--- src/rtl/clock_gen_multi.sv ---
// -----------------------------------------------------------------------------
// clock_gen_multi
//   Divides the reference clock into NCH independent derived clocks. Each
//   channel has a programmable period, high time and start phase. A channel
//   starts after its phase delay. A disable always lets the current period
//   finish, so a pulse is never cut short.
//
//   Config interface: cfg_we is a single-cycle write strobe with no
//   backpressure. Every cycle it is high, the write is accepted. Writes go to
//   a shadow copy. The live copy picks up the shadow while the channel is
//   idle, or at a period boundary. A write made in the boundary cycle itself
//   is already visible at that boundary.
//
// Ports
//   clk        in   reference clock, all logic on posedge
//   rst_n      in   asynchronous active-low reset
//   en         in   per-channel enable (level)
//   cfg_we     in   config write strobe
//   cfg_ch     in   target channel (values >= NCH are ignored)
//   cfg_sel    in   0=period 1=high 2=phase 3=reserved (ignored)
//   cfg_wdata  in   config write data
//   clk_out    out  generated clocks (registered)
//   running    out  channel in DELAY, RUN or DRAIN (registered)
//   tick       out  first cycle of every generated period (registered)
//
// Each channel's FSM state is held in g_ch[i].r_state for observation.
// -----------------------------------------------------------------------------
module clock_gen_multi #(
  parameter int NCH        = 4,
  parameter int CNT_W      = 8,
  parameter int DEF_PERIOD = 4,
  parameter int DEF_HIGH   = 2,
  parameter int DEF_PHASE  = 0
) (
  input  logic                                    clk,
  input  logic                                    rst_n,
  input  logic [NCH-1:0]                          en,
  input  logic                                    cfg_we,
  input  logic [((NCH > 1) ? $clog2(NCH) : 1)-1:0] cfg_ch,
  input  logic [1:0]                              cfg_sel,
  input  logic [CNT_W-1:0]                        cfg_wdata,
  output logic [NCH-1:0]                          clk_out,
  output logic [NCH-1:0]                          running,
  output logic [NCH-1:0]                          tick
);

  localparam int CH_W = (NCH > 1) ? $clog2(NCH) : 1;

  typedef enum logic [1:0] {
    ST_IDLE  = 2'd0,
    ST_DELAY = 2'd1,
    ST_RUN   = 2'd2,
    ST_DRAIN = 2'd3
  } state_t;

  for (genvar g = 0; g < NCH; g++) begin : g_ch
    state_t           r_state, w_state_nxt;
    logic [CNT_W-1:0] r_pcnt, w_pcnt_nxt;
    logic [CNT_W-1:0] r_cnt, w_cnt_nxt;
    logic [CNT_W-1:0] r_sh_per, r_sh_high, r_sh_phase;
    logic [CNT_W-1:0] w_sh_per_nxt, w_sh_high_nxt, w_sh_phase_nxt;
    logic [CNT_W-1:0] r_per, r_high, r_phase;
    logic [CNT_W-1:0] w_per_nxt, w_high_nxt, w_phase_nxt;
    logic [CNT_W-1:0] w_per_eff;
    logic             r_clk, r_run, r_tick;
    logic             w_wr, w_active, w_last, w_load, w_act_nxt;

    // Shadow registers, including this cycle's write.
    assign w_wr           = cfg_we && (cfg_ch == CH_W'(g));
    assign w_sh_per_nxt   = (w_wr && cfg_sel == 2'd0) ? cfg_wdata : r_sh_per;
    assign w_sh_high_nxt  = (w_wr && cfg_sel == 2'd1) ? cfg_wdata : r_sh_high;
    assign w_sh_phase_nxt = (w_wr && cfg_sel == 2'd2) ? cfg_wdata : r_sh_phase;

    // A period shorter than 2 cycles cannot have both a high and a low phase.
    assign w_per_eff = (r_per < CNT_W'(2)) ? CNT_W'(2) : r_per;
    assign w_active  = (r_state == ST_RUN) || (r_state == ST_DRAIN);
    assign w_last    = w_active && (r_cnt == w_per_eff - CNT_W'(1));

    // The live config changes only while idle or at a period boundary. The
    // next shadow value is used so a boundary-cycle write lands immediately.
    assign w_load      = (r_state == ST_IDLE) || w_last;
    assign w_per_nxt   = w_load ? w_sh_per_nxt   : r_per;
    assign w_high_nxt  = w_load ? w_sh_high_nxt  : r_high;
    assign w_phase_nxt = w_load ? w_sh_phase_nxt : r_phase;

    always_comb begin
      w_state_nxt = r_state;
      w_pcnt_nxt  = r_pcnt;
      w_cnt_nxt   = r_cnt;
      unique case (r_state)
        ST_IDLE: begin
          if (en[g]) begin
            w_state_nxt = ST_DELAY;
            w_pcnt_nxt  = w_phase_nxt;
          end
        end
        ST_DELAY: begin
          if (!en[g]) begin
            w_state_nxt = ST_IDLE;
          end else if (r_pcnt == '0) begin
            w_state_nxt = ST_RUN;
            w_cnt_nxt   = '0;
          end else begin
            w_pcnt_nxt = r_pcnt - CNT_W'(1);
          end
        end
        ST_RUN, ST_DRAIN: begin
          // RUN and DRAIN count identically. A channel that is disabled at
          // the end of a period stops there instead of starting a new one.
          if (w_last) begin
            w_cnt_nxt   = '0;
            w_state_nxt = en[g] ? ST_RUN : ST_IDLE;
          end else begin
            w_cnt_nxt   = r_cnt + CNT_W'(1);
            w_state_nxt = en[g] ? ST_RUN : ST_DRAIN;
          end
        end
        default: w_state_nxt = ST_IDLE;
      endcase
    end

    assign w_act_nxt = (w_state_nxt == ST_RUN) || (w_state_nxt == ST_DRAIN);

    always_ff @(posedge clk or negedge rst_n) begin
      if (!rst_n) begin
        r_state    <= ST_IDLE;
        r_pcnt     <= '0;
        r_cnt      <= '0;
        r_sh_per   <= CNT_W'(DEF_PERIOD);
        r_sh_high  <= CNT_W'(DEF_HIGH);
        r_sh_phase <= CNT_W'(DEF_PHASE);
        r_per      <= CNT_W'(DEF_PERIOD);
        r_high     <= CNT_W'(DEF_HIGH);
        r_phase    <= CNT_W'(DEF_PHASE);
        r_clk      <= 1'b0;
        r_run      <= 1'b0;
        r_tick     <= 1'b0;
      end else begin
        r_state    <= w_state_nxt;
        r_pcnt     <= w_pcnt_nxt;
        r_cnt      <= w_cnt_nxt;
        r_sh_per   <= w_sh_per_nxt;
        r_sh_high  <= w_sh_high_nxt;
        r_sh_phase <= w_sh_phase_nxt;
        r_per      <= w_per_nxt;
        r_high     <= w_high_nxt;
        r_phase    <= w_phase_nxt;
        // The outputs are decoded from the next state, so they line up with
        // the counter value they describe.
        r_clk      <= w_act_nxt && (w_cnt_nxt < w_high_nxt);
        r_tick     <= w_act_nxt && (w_cnt_nxt == '0);
        r_run      <= (w_state_nxt != ST_IDLE);
      end
    end

    assign clk_out[g] = r_clk;
    assign running[g] = r_run;
    assign tick[g]    = r_tick;
  end

endmodule

--- config.mk ---
export PLATFORM = sky130hd
export DESIGN_NAME = clock_gen_multi
export DESIGN_NICKNAME = d
export VERILOG_FILES = /design/src/rtl/clock_gen_multi.sv
export SDC_FILE = /design/constraint.sdc
export NUM_CORES = 1
export LEC_CHECK = 0
export ABC_CLOCK_PERIOD_IN_PS = 8550
export BUFFER_PORTS_ARGS = -buffer_cell sky130_fd_sc_hd__buf_2
export CAP_MARGIN = 40
export CORE_MARGIN = 1
export CORE_UTILIZATION = 65
export CTS_CLUSTER_SIZE = 25
export DETAILED_ROUTE_END_ITERATION = 12
export PLACE_DENSITY = 0.89
export SLEW_MARGIN = 20
export SYNTH_ARGS = -nofsm -noshare
export SYNTH_HDL_FRONTEND = slang
export SYNTH_SLANG_ARGS = --single-unit
export TNS_END_PERCENT = 20
--- constraint.sdc ---
create_clock -name clk -period 8.55 [get_ports clk]
set_clock_uncertainty 0.1 [all_clocks]
set_input_delay 0.4275 -clock clk [delete_from_list [all_inputs] [get_ports clk]]
set_output_delay 0.4275 -clock clk [all_outputs]
set_load 0.005 [all_outputs]
== Yosys cells after proc, flatten, opt, wreduce, memory -nomap -nowiden ==
Cells that the tools add are included.
Widths: inputs -> output; s select.

* Memories: 0
* Flip-flop bits (word level): 276
* Output and inout port bits: 12
* Input port bits: 19
* Word-level logic and storage cells: 263
* Latch bits: 0
* Bits in writable memories: 0
* Bits in read-only memories: 0

* Shift operators: 0
* Multiplexer cells: 84
* Reduce and logical (&&, ||, !) cells: 70
* Add/sub/neg operators: 12
* Equality and inequality tests: 41
* Bitwise logic cells: 0
* Divide/modulo/power cells: 0
* Order comparisons: 8
* Multiply operators: 0

{| class="wikitable"
|+ Operators with widths
! operator !! count
|-
| $mux 8 || 48
|-
| $pmux 8 s2 || 8
|-
| $logic_not 8->1 || 8
|-
| $sub 8x1->8 const B || 8
|-
| $mux 2 || 20
|-
| $eq 2x2->1 const B || 19
|-
| $add 8x1->8 const B || 4
|-
| $eq 8x8->1 || 4
|-
| $lt 8x2->1 const B || 4
|-
| $lt 8x8->1 || 4
|-
| $logic_and 1x1->1 || 28
|-
| $ne 2x2->1 const B || 12
|-
| $pmux 2 s3 || 4
|-
| $reduce_and 4->1 || 4
|-
| $reduce_bool 2->1 || 8
|-
| $eq 2x1->1 const B || 6
|-
| $logic_not 2->1 || 6
|-
| $logic_or 1x1->1 || 12
|-
| $reduce_or 2->1 || 4
|-
| $mux 1 || 4
|}

== Depth between registers and ports, before layout ==
Gate-level depths: netlist (run 1).

* Word-level depth: 10
* Depth in mapped cells: 23
* Mapped depth without buffers: 19

== Worst setup path after synthesis (run 1) ==
No wires, ideal clock.

* Kind: reg2reg
* From: register g_ch[0].r_per[2]
* To: register g_ch[0].r_clk
* Arrival time: 4.052 ns
* Path buffers: 4
* Slack: 4.333 ns
* Data required time: 8.386 ns
* Setup time: 0.064 ns
* Cell stages (with the launch flop): 24
* Period minus slack after synthesis: 4.217 ns
* Cell sequence: dfstp_2 -> clkbuf_1 -> nor3_1 -> nand2_1 -> nand2_1 -> ha_1 -> nand3b_1 -> xnor2_1 -> nand4_1 -> o31ai_2 -> and2_0 -> clkbuf_1 -> buf_2 -> buf_2 -> nor2_1 -> a21o_1 -> ha_1 -> a21oi_1 -> nor2b_1 -> o21ai_0 -> o21ai_0 -> nor3b_1 -> o21a_1 -> a31o_2

* Word-level cells in the longest chain between the ends: 10
* Elaborated cells on any way between the ends: 16
* Those cells by class: add/sub (1); order compare (2); eq/ne (3); mux (6); reduce/logical (4)

{| class="wikitable"
|+ RTL lines
! item !! line !! RTL
|-
| start, declared || 62 || <nowiki>logic [CNT_W-1:0] r_per, r_high, r_phase;</nowiki>
|-
| start signal, assigned || 132 || <nowiki>r_per <= CNT_W'(DEF_PERIOD);</nowiki>
|-
| start signal, assigned || 145 || <nowiki>r_per <= w_per_nxt;</nowiki>
|-
| $lt 8x2->1 || 75 || <nowiki>assign w_per_eff = (r_per < CNT_W'(2)) ? CNT_W'(2) : r_per;</nowiki>
|-
| $mux 8 * || 75 ||
|-
| $sub 8x1->8 * || 77 || <nowiki>assign w_last = w_active && (r_cnt == w_per_eff - CNT_W'(1));</nowiki>
|-
| $eq 8x8->1 * || 77 ||
|-
| $logic_and 1x1->1 * || 77 ||
|-
| branches (longest 4 deep; another with $lt 8x8->1) || -- ||
|-
| $logic_and 1x1->1 * || 150 || <nowiki>r_clk <= w_act_nxt && (w_cnt_nxt < w_high_nxt);</nowiki>
|-
| end signal, assigned || 150 ||
|-
| end, declared || 65 || <nowiki>logic r_clk, r_run, r_tick;</nowiki>
|}

Mark *: on every way between the ends.
A chain may end at the register's enable or synchronous reset.

== Final worst setup path (run 1) ==
* From: register g_ch[3].r_per[6]
* To: register g_ch[3].r_clk

* Elaborated cells on any way between the ends: 16
* Those cells by class: add/sub (1); order compare (2); eq/ne (3); mux (6); reduce/logical (4)

{| class="wikitable"
|+ RTL lines
! item !! line !! RTL
|-
| start, declared || 62 ||
|-
| start signal, assigned || 132 ||
|-
| start signal, assigned || 145 ||
|-
| $lt 8x2->1 || 75 ||
|-
| $mux 8 * || 75 ||
|-
| $sub 8x1->8 * || 77 ||
|-
| $eq 8x8->1 * || 77 ||
|-
| $logic_and 1x1->1 * || 77 ||
|-
| $mux 8 * || 110 || <nowiki>if (w_last) begin</nowiki>
|-
| $pmux 8 s2 * || 90 || <nowiki>unique case (r_state)</nowiki>
|-
| net g_ch[3].w_cnt_nxt[5] || 59 || <nowiki>logic [CNT_W-1:0] r_cnt, w_cnt_nxt;</nowiki>
|-
| $lt 8x8->1 * || 150 ||
|-
| $logic_and 1x1->1 * || 150 ||
|-
| end signal, assigned || 150 ||
|-
| end, declared || 65 ||
|}

The timed path passes the listed nets; every way through them passes the cells marked *.

==> results.json, run 1 <==
{
  "status": "finished, final reports clean",
  "p_leak_nw": 6.31,
  "synth_cell_types": 74,
  "synthTopCellsByArea": "dfrtp_1 46%, mux2_2 9.8%, ha_1 4.0%",
  "antenna_found_initial": 2,
  "placement_rows": 50,
  "maxCapViolCount": 0,
  "drive_gt1_frac": 0.191,
  "max_stage_delay_ns": 0.59,
  "setup_viol": 0,
  "finalCoreUtilization": 0.736,
  "synth_edf_count": 0,
  "timing.final.crit_share": 0.553,
  "post_cts_buffers": 0,
  "clock.fmax_mhz": 211,
  "postPlaceCellArea_mm2": 0.0129,
  "h-tree-depth": 1,
  "drc": 0,
  "timing_hold_violations_final": 0,
  "track_usage": 0.287,
  "grt_pass1_wl_um": 45700,
  "syn-cell-area_mm2": 0.0126,
  "async_flop_share": 1.00,
  "slew_headroom": 0.458,
  "yosysTopAreaCell": "dfrtp_1",
  "start_kind": "flip-flop",
  "routedWlPerCell_um": 18.6,
  "yosys_warnings": 0,
  "nets": 1256,
  "path_max_fanout": 14,
  "io_pins": 31,
  "dieHeight_um": 141,
  "cts_sinks": 247,
  "final.min_clock_period_ns": 4.73,
  "arrival_ns": 5.07,
  "crit_slowest_cell": "or4_1",
  "grt_setup_unrepaired": "no",
  "wl_um": 27500,
  "synth_top_cell_area_share": 0.459,
  "ctsResizeCount": 0,
  "rrSetupSlack_ns": 3.82,
  "cts_root_buf": "clkbuf_16",
  "critical_path_class": "reg2reg",
  "path_clk_slew_ns": 0.06,
  "cts_buffers": 26,
  "synth_seq_cells": 247,
  "timing.setup.tns_ns": 0,
  "p_total_w": 0.00498,
  "slew_viol_final": 0,
  "grt_pass1_vias": 9258,
  "avgSynthCellArea_um2": 10.6,
  "final_area_mm2": 0.0139,
  "coreArea_mm2": 0.0188,
  "worstPathRequired_ns": 8.89,
  "die-area_mm2": 0.0199,
  "pwr_density_cell_mw_per_mm2": 359,
  "tightestPinTransition_ns": 0.810,
  "hold_path_class": "in2reg",
  "portBuffers": 30,
  "gp_routability_congestion": 0.900,
  "clock_path_buffers": 3,
  "synthToLayoutAreaGrowth_pct": 10.0,
  "vias": 9196,
  "irDropWorstVdd_uv": 289,
  "antenna_left": 0,
  "start_util": 0.669,
  "synthFlopType": "dfrtp_1",
  "ys_seq_area_frac": 0.492,
  "crit_path_frequent_cell": "o21ai_0",
  "grt_max_degree": 95,
  "dp_hpwl_um": 18100,
  "syn_nets": 1250,
  "clk_latency_ns": 0.53,
  "die_w_um": 141,
  "first_iter_violations": 662,
  "first_pass_iters": 5,
  "synthCells": 1191,
  "fin_hold_ws_ns": 0.0407,
  "cts_tree": "built",
  "vias_per_cell": 6.22,
  "path_cells": "or4_1 > o21ai_1 > ha_1 > nor3b_1 > xnor2_1 > nand2_1 > nor4_1 > a21bo_2 > nor2_1 > o21ai_0 > o21ai_0 > ha_1 > a21oi_1 > nor2b_1 > o21ai_0 > o21ai_0 > or3_1 > a21oi_1",
  "hold_buffers": 1,
  "critPathCaptureType": "flip-flop",
  "grt-ovfl-total": 0
}
stage by stage:
step,cells,setup WS [ns]
3_5_place_dp,1427,4.01
2_1_floorplan,1191,4.33
6_report,1478,3.82
4_1_cts,1476,3.85
3_3_place_gp,1421,3.91
5_1_grt,1477,3.47
state kept, by name (all words and copies together) (netlist names):
| name | flops |
|---|---|
| g_ch.r_sh_per | 32 |
| g_ch.r_pcnt | 32 |
| g_ch.r_tick | 4 |
| g_ch.r_sh_high | 32 |
| g_ch.r_high | 32 |
| g_ch.r_cnt | 32 |
| g_ch.r_per | 32 |
| g_ch.r_clk | 4 |
| g_ch.r_run | 4 |
| g_ch.r_state | 8 |
| g_ch.r_phase | 3 |
| g_ch.r_sh_phase | 32 |
cell type report:
class / instances / area (um^2)
antenna: 1 / 2.50
clock buffer: 36 / 759
clock inverter: 12 / 171
fill: 1191 / 4970
inverter: 69 / 259
multi-input combinational: 810 / 5840
sequential: 247 / 6200
tap: 260 / 325
timing repair buffer: 43 / 300
cell usage after synthesis, drive strengths merged, types with 3 or more instances:
| cell type | n |
|---|---|
| a41oi | 3 |
| nor4 | 11 |
| or3 | 15 |
| clkbuf | 44 |
| a221o | 4 |
| mux2i | 38 |
| a22oi | 4 |
| xor2 | 24 |
| o32ai | 3 |
| nor4b | 4 |
| a21o | 16 |
| a21oi | 56 |
| a311oi | 3 |
| a31oi | 6 |
| o22ai | 3 |
| nor3 | 34 |
| mux2 | 111 |
| o21ai | 86 |
| nor3b | 11 |
| nand3 | 19 |
| ha | 40 |
| inv | 69 |
| and4 | 3 |
| and2 | 3 |
| nand2b | 21 |
| or2 | 5 |
| nor2b | 21 |
| nand4 | 11 |
| a22o | 4 |
| nand2 | 70 |
| dfstp | 16 |
| nand3b | 10 |
| o31ai | 12 |
| and3 | 8 |
| nor2 | 75 |
| xnor2 | 23 |
| o21a | 13 |
| o211ai | 10 |
| dfrtp | 231 |
| buf | 21 |
power by group:
part           internal, W  total (W)  switching (W)
clock network     0.000742    0.00121       0.000465
logic             0.000840    0.00186        0.00102
registers          0.00156    0.00191       0.000351
metal layers:
metal / part of all wire / up-vias / global-route usage
li1: - / 4226 / -
met1: 0.41 / 4569 / 0.372
met2: 0.49 / 301 / 0.478
met3: 0.061 / 98 / 0.0533
met4: 0.039 / 2 / 0.113
met5: 0.00040 / - / 0
placed cells by master (no fill, tap or decap), types with 21 or more instances in the layout:
master | Yosys | layout
inv_1 | 69 | 69
o21ai_0 | 83 | 83
mux2i_1 | 38 | 38
mux2_2 | 110 | 110
xor2_1 | 24 | 24
nand2b_1 | 21 | 21
a21oi_1 | 56 | 56
buf_2 | 8 | 29
nor2b_1 | 21 | 21
ha_1 | 40 | 40
nor3_1 | 34 | 34
dfrtp_1 | 231 | 231
xnor2_1 | 23 | 23
clkbuf_16 | 0 | 27
nand2_1 | 70 | 70
nor2_1 | 75 | 75
worst max-delay path: cells and delay by family, from the launching register on:
kind	cells	cell delay, ns
simple gates	7	1.79
compound gates	8	1.49
fa+ha+maj	2	0.65
flops	1	0.46
xor+xnor	1	0.15
cells by family after synthesis:
group	after synthesis	share of synthesized area
AND/OR/NAND/NOR	330	0.136
flip-flops	247	0.492
AO/OA/AOI/OAI	244	0.125
multiplexers	149	0.130
buffers and inverters	134	0.0446
XOR/XNOR	47	0.0327
adder cells (fa/ha/maj)	40	0.0397
path summary, 6_finish.rpt:
check                                                 endpoint  cells past startpoint                          from
worst max register to register         g_ch[3].r_clk$_DFF_PN0_                     18  g_ch[3].r_per[6]$_DFFE_PN0N_
max in group asynchronous       g_ch[1].r_sh_high[1]$_DFF_PN1_                      4                         rst_n
worst max-delay path                   g_ch[3].r_clk$_DFF_PN0_                     18  g_ch[3].r_per[6]$_DFFE_PN0N_
worst min-delay path              g_ch[2].r_state[0]$_DFF_PN0_                      2                         en[2]
min in group asynchronous       g_ch[1].r_sh_high[2]$_DFF_PN0_                      2                         rst_n
worst min register to register     g_ch[3].r_high[2]$_DFF_PN0_                      2   g_ch[3].r_high[2]$_DFF_PN0_
Note: power is estimated with default switching activity, not from simulation.
==> inputs of run 2 (changes only) <==
ABC_CLOCK_PERIOD_IN_PS = 4900   (was 8550)
CORE_UTILIZATION = 62   (was 65)
PLACE_DENSITY = 0.86   (was 0.89)
clock period = 4.9 ns   (was 8.55 ns; I/O delays follow)
==> run 2 against run 1 <==
Register-to-register slack got worse by 3.4 ns. Routed wire length fell by 0.80%. Non-clock buffer count rose by 3. Count of clock-buffer cells in the layout fell by 1. Critical endpoint unchanged. Largest power group unchanged. Highest routed layer is now met4.
==> results.json, run 2 (synthesis results as in run 1) <==
{
  "antenna_found_initial": 2,
  "worstPathRequired_ns": 5.25,
  "critical_path_class": "reg2reg",
  "min_path_cells": 3,
  "hold_path_class": "in2reg",
  "layout_commonest_cell": "dfrtp_1",
  "cts_buffers": 26,
  "gp_routability_congestion": 0.940,
  "critPathCaptureType": "flip-flop",
  "maxCapViolCount": 0,
  "vias_per_cell": 6.07,
  "post_cts_buffers": 0,
  "io_pins": 31,
  "setup_viol": 0,
  "track_usage": 0.274,
  "max_stage_delay_ns": 0.57,
  "grt_setup_unrepaired": "no",
  "die-area_mm2": 0.0209,
  "m1WireLength_um": 11700,
  "n_fill_cell": 1363,
  "fin_cells": 1486,
  "dieHeight_um": 145,
  "placement_rows": 51,
  "dp_cells": 1432,
  "clk_latency_ns": 0.53,
  "start_kind": "flip-flop",
  "h-tree-depth": 1,
  "path_clk_slew_ns": 0.06,
  "first_iter_violations": 652,
  "path_depth": 18,
  "clock_path_buffers": 3,
  "clock.fmax_mhz": 222,
  "arrival_ns": 4.86,
  "wl_um": 27200,
  "drive_gt1_frac": 0.189,
  "status": "finished, final reports clean",
  "timing.final.crit_share": 0.921,
  "rr_worst_depth": 18,
  "antenna_left": 0,
  "postPlaceCellArea_mm2": 0.0129,
  "cts_sinks": 247,
  "slew_viol_final": 0,
  "final_cell_mix": "231 x dfrtp_1, 110 x mux2_2, 83 x o21ai_0",
  "synthToLayoutAreaGrowth_pct": 9.68,
  "place_worst_setup_slack_ns": 0.521,
  "dp_hpwl_um": 18000,
  "path_cells": "or4_1 > o21ai_1 > ha_1 > nor3b_1 > xnor2_1 > nand2_1 > nor4_1 > a21bo_2 > nor2_1 > o21ai_0 > o21ai_0 > ha_1 > a21oi_1 > nor2b_1 > o21ai_0 > o21ai_0 > or3_1 > a21oi_1",
  "vias": 9025,
  "cts_root_buf": "clkbuf_16",
  "ctsResizeCount": 0,
  "wl_met2_um": 13300,
  "die_w_um": 145,
  "cts_tree": "built",
  "final.min_clock_period_ns": 4.51,
  "crit_slowest_cell": "or4_1",
  "nets": 1259,
  "finalWorstSetupSlack_ns": 0.387,
  "drc": 0,
  "cp_num_buf_inv": 0,
  "coreArea_mm2": 0.0197,
  "crit_path_frequent_cell": "o21ai_0",
  "timing_hold_violations_final": 0,
  "timing.setup.tns_ns": 0,
  "slew_headroom": 0.400,
  "grt_max_degree": 127,
  "final_area_mm2": 0.0138,
  "met3_length_um": 1540,
  "grt_pass1_wl_um": 44800,
  "maxUsedRoutingLayer": "met4",
  "hold_buffers": 5,
  "pwr_density_cell_mw_per_mm2": 619,
  "p_leak_nw": 6.27,
  "grt_pass1_vias": 8948,
  "critPathTopFamily": "simple AND/OR/NAND/NOR gates",
  "irDropWorstVdd_uv": 354,
  "path_max_fanout": 14,
  "start_util": 0.639,
  "routedWlPerCell_um": 18.3,
  "grt-ovfl-total": 0,
  "tightestPinTransition_ns": 0.901,
  "portBuffers": 30,
  "first_pass_iters": 6
}
==> run 2: cell count changes in the layout (fill, tap and decap cells not counted), sizes merged <==
cell and delta:
clkbuf -1, buf -1, inv -1, clkinvlp +2, clkinv +1, dlygate4sd3 +4, bufinv -2, diode +1
==> run 2: tightest hold or removal path, cell delays in order <==
cell and delay [ns]:
buf_2 0.22, mux2i_1 0.19, inv_1 0.07
==> run 2: power by group <==
part | switching [W] | internal [W] | total (W) | leakage (nW)
Sequential | 0.000612 | 0.00272 | 0.00334 | 3.01
Clock | 0.000829 | 0.00117 | 0.00200 | 0.419
Combinational | 0.00175 | 0.00146 | 0.00321 | 2.84
==> run 2: area by class of cell <==
type / instances / area (um^2) / share of cell area
flip-flops and latches: 247 / 6200 / 0.449
multi-input cells: 810 / 5840 / 0.423
clock buffers: 35 / 746 / 0.0540
well taps: 265 / 332 / 0.0240
repair buffers: 46 / 305 / 0.0221
inverters: 69 / 259 / 0.0187
clock inverters: 12 / 128 / 0.00924
diodes: 2 / 5.00 / 0.000362
==> run 2: per-layer routing <==
metal	vias to the layer above	global-route usage
met4	0	0.0837
met3	68	0.0454
met1	4462	0.360
met5	-	0
li1	4226	-
met2	269	0.465
==> run 2: worst paths after layout <==
kind	from	to	slack (ns)
worst min register to register	g_ch[3].r_high[6]$_DFF_PN0_	g_ch[3].r_high[6]$_DFF_PN0_	0.37
max in group asynchronous	rst_n	g_ch[3].r_pcnt[6]$_DFFE_PN0P_	3.26
min in group asynchronous	rst_n	g_ch[1].r_cnt[0]$_DFF_PN0_	0.27
worst min-delay path	cfg_wdata[5]	g_ch[3].r_sh_phase[5]$_DFF_PN0_	0.15
worst max register to register	g_ch[3].r_per[6]$_DFFE_PN0N_	g_ch[3].r_clk$_DFF_PN0_	0.39
worst max-delay path	g_ch[3].r_per[6]$_DFFE_PN0N_	g_ch[3].r_clk$_DFF_PN0_	0.39
==> run 2: per-stage QoR <==
| stage | total power (W) | hold slack [ns] | util |
|---|---|---|---|
| global route | 0.00911 | 0.162 | 0.700 |
| detailed placement | 0.00650 | 0.301 | 0.654 |
| floorplan | 0.00574 | -0.151 | - |
| finish | 0.00855 | 0.151 | 0.701 |
| CTS | 0.00855 | 0.143 | 0.700 |
| global placement | 0.00629 | 0.290 | 0.653 |
